==> config.mk <==
export PLATFORM = sky130hd
export DESIGN_NAME = uart_rx_os
export DESIGN_NICKNAME = d
export VERILOG_FILES = /design/src/rtl/uart_rx_os.sv
export SDC_FILE = /design/constraint.sdc
export NUM_CORES = 1
export LEC_CHECK = 0
export CAP_MARGIN = 20
export CORE_UTILIZATION = 60
export CTS_BUF_LIST = sky130_fd_sc_hd__clkbuf_4 sky130_fd_sc_hd__clkbuf_8
export DETAILED_ROUTE_END_ITERATION = 8
export PLACE_DENSITY = 0.89
export SLEW_MARGIN = 0
export SYNTH_ARGS = -nofsm -noshare
export SYNTH_HDL_FRONTEND = slang
export SYNTH_SLANG_ARGS = --single-unit
export TNS_END_PERCENT = 1
==> constraint.sdc <==
create_clock -name clk -period 6.3 [get_ports clk]
set_input_delay 1.26 -clock clk [delete_from_list [all_inputs] [get_ports clk]]
set_output_delay 1.26 -clock clk [all_outputs]
set_load 0.02 [all_outputs]
==> src/rtl/uart_rx_os.sv <==
// Oversampling 8N1 UART receiver: synchronised rx, internal xOVERSAMPLE tick,
// mid-bit sampling, optional parity, ready/valid holding register with error flags.
module uart_rx_os #(
  parameter int CLK_DIV    = 651,
  parameter int OVERSAMPLE = 16,
  parameter int PARITY     = 0
) (
  input  logic       clk,
  input  logic       reset_n,
  input  logic       rx,
  output logic [7:0] rx_data,
  output logic       rx_valid,
  input  logic       rx_ready,
  output logic       frame_err,
  output logic       parity_err,
  output logic       overrun,
  output logic       busy
);

  localparam int DW  = (CLK_DIV > 1) ? $clog2(CLK_DIV) : 1;
  localparam int OSW = $clog2(OVERSAMPLE);
  localparam logic [DW-1:0]  DIV_LAST = DW'(CLK_DIV - 1);
  localparam logic [OSW-1:0] OS_MID   = OSW'(OVERSAMPLE / 2 - 1);
  localparam logic [OSW-1:0] OS_LAST  = OSW'(OVERSAMPLE - 1);

  typedef enum logic [2:0] {IDLE, START, DATA, PAR, STOP, BRK} state_t;

  state_t         state, state_n;
  logic           rx_m, rx_s;
  logic [DW-1:0]  div_cnt;
  logic           tick;
  logic [OSW-1:0] os_cnt, os_cnt_n;
  logic [2:0]     bit_cnt, bit_cnt_n;
  logic [7:0]     shreg, shreg_n;
  logic           par_err_r, par_err_n;
  logic           done;

  always_ff @(posedge clk) begin
    if (!reset_n) begin
      rx_m <= 1'b1;
      rx_s <= 1'b1;
    end else begin
      rx_m <= rx;
      rx_s <= rx_m;
    end
  end

  assign tick = (div_cnt == DIV_LAST);

  always_ff @(posedge clk) begin
    if (!reset_n) div_cnt <= '0;
    else          div_cnt <= tick ? '0 : div_cnt + 1'b1;
  end

  always_comb begin
    state_n   = state;
    os_cnt_n  = os_cnt;
    bit_cnt_n = bit_cnt;
    shreg_n   = shreg;
    par_err_n = par_err_r;
    done      = 1'b0;
    case (state)
      IDLE: if (!rx_s) begin
        os_cnt_n = '0;
        state_n  = START;
      end
      START: if (tick) begin
        if (os_cnt == OS_MID) begin
          os_cnt_n = '0;
          if (rx_s) begin
            state_n = IDLE;
          end else begin
            bit_cnt_n = '0;
            par_err_n = 1'b0;
            state_n   = DATA;
          end
        end else begin
          os_cnt_n = os_cnt + 1'b1;
        end
      end
      DATA: if (tick) begin
        if (os_cnt == OS_LAST) begin
          os_cnt_n  = '0;
          shreg_n   = {rx_s, shreg[7:1]};
          bit_cnt_n = bit_cnt + 3'd1;
          if (bit_cnt == 3'd7) state_n = (PARITY != 0) ? PAR : STOP;
        end else begin
          os_cnt_n = os_cnt + 1'b1;
        end
      end
      PAR: if (tick) begin
        if (os_cnt == OS_LAST) begin
          os_cnt_n  = '0;
          // Odd parity expects the XOR of data and parity bit to be 1.
          par_err_n = (^{shreg, rx_s}) ^ (PARITY == 2);
          state_n   = STOP;
        end else begin
          os_cnt_n = os_cnt + 1'b1;
        end
      end
      STOP: if (tick) begin
        if (os_cnt == OS_LAST) begin
          os_cnt_n = '0;
          done     = 1'b1;
          state_n  = rx_s ? IDLE : BRK;
        end else begin
          os_cnt_n = os_cnt + 1'b1;
        end
      end
      BRK: if (rx_s) begin
        os_cnt_n = '0;
        state_n  = IDLE;
      end
      default: state_n = IDLE;
    endcase
  end

  always_ff @(posedge clk) begin
    if (!reset_n) begin
      state     <= IDLE;
      os_cnt    <= '0;
      bit_cnt   <= '0;
      shreg     <= '0;
      par_err_r <= 1'b0;
    end else begin
      state     <= state_n;
      os_cnt    <= os_cnt_n;
      bit_cnt   <= bit_cnt_n;
      shreg     <= shreg_n;
      par_err_r <= par_err_n;
    end
  end

  // A completing frame may reuse the slot being emptied in the same cycle.
  always_ff @(posedge clk) begin
    if (!reset_n) begin
      rx_data    <= '0;
      rx_valid   <= 1'b0;
      frame_err  <= 1'b0;
      parity_err <= 1'b0;
      overrun    <= 1'b0;
    end else begin
      overrun <= 1'b0;
      if (done) begin
        if (!rx_valid || rx_ready) begin
          rx_data    <= shreg;
          rx_valid   <= 1'b1;
          frame_err  <= !rx_s;
          parity_err <= par_err_r;
        end else begin
          overrun <= 1'b1;
        end
      end else if (rx_valid && rx_ready) begin
        rx_valid   <= 1'b0;
        frame_err  <= 1'b0;
        parity_err <= 1'b0;
      end
    end
  end

  assign busy = (state != IDLE);

endmodule

# Yosys cells after proc, flatten, opt, wreduce, memory -nomap -nowiden
# Index checks and enable logic that the tools add are counted.
# Widths: inputs -> output; s select.
# classes
n_mux	44
n_addsub	3
n_reduce_logical	21
eq_ne	23
bitwise	1
# ops
cell	count
$mux 3	17
$mux 4	6
$ne 2x2->1 const B	12
$pmux 3 s6	1
$mux 1	16
$pmux 4 s4	1
$reduce_and 6->1	2
$reduce_and 11->1	1
$add 10x1->10 const B	1
$eq 10x10->1 const B	1
$eq 3x3->1 const B	3
$reduce_xor 9->1	1
$eq 3x2->1 const B	2
$pmux 3 s2	1
$reduce_and 2->1	3
$reduce_bool 2->1	3
$reduce_and 5->1	1
$add 4x1->4 const B	1
$eq 4x3->1 const B	1
$eq 4x4->1 const B	1
$ne 2x1->1 const B	2
$reduce_bool 4->1	1
$add 3x1->3 const B	1
$eq 3x1->1 const B	1
other kinds (11)	12
# totals
inputBits	4
wordCells	105
register_bits	43

# Longest topological paths before layout
# Gate-level depths: netlist of run 1.
# logic_depth
word_depth	6
depth_mapped	7
depth_no_buf	7

# Least setup slack after synthesis of run 1
# OpenSTA, ideal clock, no wires.
# synth_path
path_type	input port to flip-flop
start	in reset_n
end	reg os_cnt[3]
setup_time_ns	0.074
path_slack_ns	3.952
arrival_time_ns	2.273
path_stages	5
path_cell_list	clkbuf_1 -> o21ai_0 -> or3_1 -> a21o_1 -> o21ai_0
# synth_rtl
item	line	text
start: declaration	9	input logic reset_n,
end signal: assignment	127	os_cnt <= os_cnt_n;
end: declaration	32	logic [OSW-1:0] os_cnt, os_cnt_n;

# Final worst setup path of run 1
# layout_path
start	reg state[1]
end	out busy
# layout_between
elab_chain_cells	1
# layout_lines
item	line	text
start: declaration	28	state_t state, state_n;
start signal: assignment	126	state <= state_n;
$reduce_bool 3->1	161	assign busy = (state != IDLE);
end: declaration	17	output logic busy
# Every way passes these cells.

==> metrics.txt, run 1 <==
status finished clean; Critical Path Source Type flip-flop; Leak 0.931 nW; most common cell after layout, fill and taps aside dfxtp_1; routability cong. 0.860; largest net degree at the start of global routing 24; CTS Hold Bufs 0; Sequential cell area 861 µm²; die area 3630 µm²; final net count 250; area of the multi-input gates 1120 µm²; CTS resizes 0; depth of the most critical reg-to-reg path 5; post-synthesis cell area 2030 µm²; Routed Antenna Nets 0; largest cells by area after synthesis dfxtp_1 (42%), mux2i_1 (9.8%), nor2_1 (6.8%); Core Region 3130 µm²; Routed WL 4120 µm; Relative slew margins 56.5%; syn avg cell area 8.96 µm²; class of the worst hold path reg2reg; clock latency on the worst-skew pair 0.36 ns; fmax 0.321 GHz; layout cell share with drive strength beyond 1 6.61%; total track usage 25.2%; Num Clock Sinks 43; fill count 239; Slew Limit Fails 0; fin crit share 49.5%; # diodes 0; number of distinct library cells after synthesis 42; Syn. warnings 0; crit path time final 3.12 ns; cell taking the most area after synthesis dfxtp_1; Cells after Synth 227; crit-path max cell delay 0.69 ns; # DRC 0; Worst Max-Slew Pin Slew 0.651 ns; most frequent cells in the layout dfxtp_1 (43), nor2_1 (37), mux2i_1 (20), nand2_1 (16), clkdlybuf4s50_1 (16); Critical Path End busy; PD cells 231 nW/µm²; Placed Instances 278; total CTS buffers 5; final setup fails 0; I/O pin cnt 17; clk_skew 0.00526 ns; Vias 1665; Setup crit start state[1]; P&R area growth vs syn 12.9%; Die Y 60.2 µm; CTS clk-pin slew, worst paths 0.13 ns; post-synthesis xor/xnor area fraction 6.89%; number of cells on the critical path 3; Seq/Total Area, Yosys 42.3%; setup_tns 0 ns; HPWL Detailed 2890 µm; number of synthesized register bits 43; CP required 5.04 ns; CTS tree done; Worst R2R Setup Slack 3.77 ns; vias in the first global route 1492; first-pass iteration count of the detailed router 4; postcts setup bufs 0; RR Endpoint bit_cnt[1]; unrepaired setup endpoints after global routing false; number of max-cap violations 0; Synth top area share 42.3%; Final Instance Count excl. Fillers 286; port buffer count 16; Post-synth EDFFs 0; post-synthesis simple-gate area fraction 25.8%; clk buf depth 2; grt total ovfl 0; endpoints failing hold 0; WS Path Type reg2out; ys flop type dfxtp_1; Setup crit end kind output port; largest family of logic cells by synthesized area simple AND/OR/NAND/NOR gates; Crit-path slowest cell dfxtp_1; reg-to-reg startpoint div_cnt[8]; CP max FO 20; Vias/cell 5.82; worst vdd ir 0.208 mV; syn_nets 236; crit path DAT 1.86 ns; row count 20; mux cell area share after synthesis 9.85%; post-synthesis compound-gate area fraction 9.23%; WL per Instance 14.4 µm; initial antenna violation count 0; Initial Util 65.0%; initial drt markers 162; first-pass GRT wire length 6640 µm; Post-synth ARST share 0%; adder-cell share of the synthesized area 3.08%; Critical Path, Cell by Cell nor3_1, inv_1, clkdlybuf4s50_1; family with the most delay on the worst path flip-flops; WP buf/inv 2; CTS HTree Levels 2; DIE WIDTH 60.2 µm; CTS Root Cell clkbuf_4
[cells by family (layout without fill, tap and decap cells)]
kind of cell             after synthesis  in the layout
AND/OR/NAND/NOR                      101            101
flip-flops                            43             43
AO/OA/AOI/OAI                         27             27
multiplexers                          20             20
XOR/XNOR                              16             16
buffers and inverters                 15             30
adder cells (fa/ha/maj)                5              5
[synthesized netlist by cell type (2+ instances only)]
cell,count
a21o_1,2
nand3_1,9
or3_1,6
mux2i_1,20
nand2_1,16
nor3b_1,2
and3_1,2
nor3_1,3
a2111oi_0,2
xor2_1,6
nor2b_1,2
or4_1,2
nor4b_1,2
nand2b_1,5
clkbuf_1,8
a21oi_1,5
ha_1,5
dfxtp_1,43
nand4_1,3
nor4_1,2
o31ai_1,2
and2_1,2
xnor2_1,10
a31o_2,3
nor2_1,37
inv_1,6
o21ai_0,7
[flip-flops by register name (all words and copies together), names as in the netlist, 3 cells and up]
register / flops
shreg: 8
state: 3
os_cnt: 4
rx_data: 8
bit_cnt: 3
div_cnt: 10
[final cells by class]
| class | instances | area share, % |
|---|---|---|
| Sequential cell | 43 | 37.5 |
| Clock inverter | 3 | 1.91 |
| Multi-Input combinational cell | 169 | 48.6 |
| Clock buffer | 5 | 1.63 |
| Timing Repair Buffer | 16 | 6.98 |
| Tap cell | 44 | 2.40 |
| Inverter | 6 | 0.981 |
[through the flow]
stage	util [%]	power (mW)	instance area [µm²]	setup slack [ns]	hold slack, ns
final	73.4	0.530	2300	3.18	0.457
after global routing	73.4	0.553	2300	3.04	0.480
after CTS	73.4	0.530	2300	3.18	0.471
after detailed placement	70.8	0.357	2210	3.08	0.426
after global placement	70.8	0.354	2210	3.12	0.415
after floorplan	-	0.340	2030	3.95	0.386
[power breakdown]
| part | internal [mW] | switching (mW) |
|---|---|---|
| clock | 0.0835 | 0.0942 |
| combinational | 0.0282 | 0.0343 |
| sequential | 0.277 | 0.0132 |
| total | 0.389 | 0.142 |
[how the worst min path moves through the flow]
stage               from   end  slack [ns]  depth (start not counted)
floorplan           rx_m  rx_s        0.39                          1
global placement    rx_m  rx_s        0.42                          1
detailed placement  rx_m  rx_s        0.43                          1
CTS                 rx_m  rx_s        0.47                          1
global route        rx_m  rx_s        0.48                          1
finish              rx_m  rx_s        0.46                          1
[layer usage]
layer  track usage [%]  routed length [µm]
met4              9.63                  58
met5                 0                   0
met1              30.6                1790
met2              40.3                2030
met3              8.87                 237
(Power assumes the default switching activity.)
==> inputs of run 2 (changes only) <==
Settings changed: CORE_UTILIZATION 60 to 59, PLACE_DENSITY 0.89 to 0.88.
Clock period 6.3 ns to 3.2 ns, I/O delays scaled along.
==> metrics.txt, run 2 (synthesized netlist as in run 1, its figures left out) <==
largest net degree at the start of global routing 21 (-13%); CTS tree done; Slew Limit Fails 0 (unchanged); crit path DAT 1.86 ns (about the same); Biggest register div_cnt; die area 3690 µm² (+1.7%); unrepaired setup endpoints after global routing false; Die Y 60.7 µm (+0.82%); CTS Hold Bufs 0 (unchanged); clock latency on the worst-skew pair 0.37 ns (about the same); HPWL Detailed 2790 µm (-3.5%); class of the worst hold path reg2reg; Crit-path slowest cell dfxtp_1; postcts setup bufs 0 (unchanged); Num Clock Sinks 43 (unchanged); Critical Path Source Type flip-flop; port buffer count 16 (unchanged); setup_tns 0 ns (unchanged); initial drt markers 142 (-12%); Leak 0.923 nW (-0.83%); Vias 1660 (-0.30%); fin util 72.7% (-0.74 points); endpoints failing hold 0 (unchanged); initial antenna violation count 0 (unchanged); CP required 2.56 ns (-2.48 ns); # DRC 0 (unchanged); fin crit share 78.0%; clk_skew 0.0147 ns (+0.00945 ns); Routed Antenna Nets 0 (unchanged); # diodes 0 (unchanged); first-pass GRT wire length 6350 µm (-4.4%); P&R area growth vs syn 12.7%; Routed WL 4030 µm (-2.1%); WL per Instance 14.0 µm (-2.8%); Design Area, Final 2290 µm² (-0.22%); CTS resizes 0 (unchanged); vias in the first global route 1421 (-4.8%); Initial Util 64.5% (-0.52 points); WS Path Type reg2out; routability cong. 0.781 (-9.2%); DIE WIDTH 60.7 µm (+0.82%); Relative slew margins 59.3% (+2.8 points); most common cell after layout, fill and taps aside dfxtp_1; Core Region 3150 µm² (+0.80%); row count 20 (unchanged); total track usage 23.9% (-1.3 points); Vias/cell 5.76 (-0.99%); clk buf depth 2 (unchanged); max FFs per register 10 (unchanged); crit-path max cell delay 0.69 ns (about the same); CTS clk-pin slew, worst paths 0.14 ns (about the same); CP max FO 20 (unchanged); I/O pin cnt 17 (unchanged); family with the most delay on the worst path flip-flops; final net count 252 (+0.80%); grt total ovfl 0 (unchanged); CTS Root Cell clkbuf_4; worst vdd ir 0.376 mV (+81%); PD cells 427 nW/µm² (+85%); Critical Path, Cell by Cell nor3_1, inv_1, clkdlybuf4s50_1; crit path time final 2.50 ns; biggest regs div_cnt (10), rx_data (8), shreg (8); WP buf/inv 2 (unchanged); Worst Max-Slew Pin Slew 0.608 ns (-0.0431 ns); DP Area 2230 µm² (+0.68%); CTS HTree Levels 2 (unchanged); total CTS buffers 5 (unchanged); final setup fails 0 (unchanged); layout cell share with drive strength beyond 1 7.38% (+0.77 points); number of max-cap violations 0 (unchanged); first-pass iteration count of the detailed router 5 (+1); status finished clean; Setup crit end kind output port; fmax 0.401 GHz; most frequent cells in the layout dfxtp_1 (43), nor2_1 (37), mux2i_1 (20), nand2_1 (16), clkdlybuf4s50_1 (16)
==> run 2: worst reg2reg max path: cells and delay by family (launching register included) <==
family	cells	cell delay, ns
AO/OA/AOI/OAI	1	0.17
flip-flops	1	0.38
AND/OR/NAND/NOR	4	1.88
==> run 2: final cells by class <==
type | count | area (µm²)
inverter | 6 | 22.5
clock inverter | 3 | 23.8
clock buffer | 5 | 37.5
multi-input combinational | 169 | 1120
fill | 263 | 862
tap | 44 | 55.1
sequential | 43 | 861
timing repair buffer | 18 | 175
==> run 2: per-layer routing <==
layer  wire length (µm)  global-route usage [%]
met1               1880                    31.6
met2               1920                    38.3
met3                159                    5.12
met4                 77                    9.42
met5                  0                       0
==> run 2: final timing paths <==
path,from,end,slack (ns),depth (start not counted)
setup / recovery,state[1],busy,0.70,3
setup reg to reg,div_cnt[6],bit_cnt[1],0.72,5
hold reg to reg,rx_m,rx_s,0.43,1
hold / removal,rx_m,rx_s,0.43,1
==> run 2: per-stage QoR <==
step / worst slack (ns) / hold slack [ns] / power [mW] / std cells
final: 0.704 / 0.432 / 0.979 / 288
after global routing: 0.583 / 0.445 / 1.02 / 288
after CTS: 0.722 / 0.438 / 0.975 / 288
after detailed placement: 0.746 / 0.403 / 0.705 / 280
after global placement: 0.829 / 0.407 / 0.701 / 280
after floorplan: 0.880 / 0.386 / 0.670 / 227
==> run 2: power by group <==
part	internal, mW	total, mW	leakage, nW	switching, mW
clock network	0.0881	0.283	0.0278	0.195
logic	0.0571	0.122	0.548	0.0652
registers	0.546	0.573	0.347	0.0275
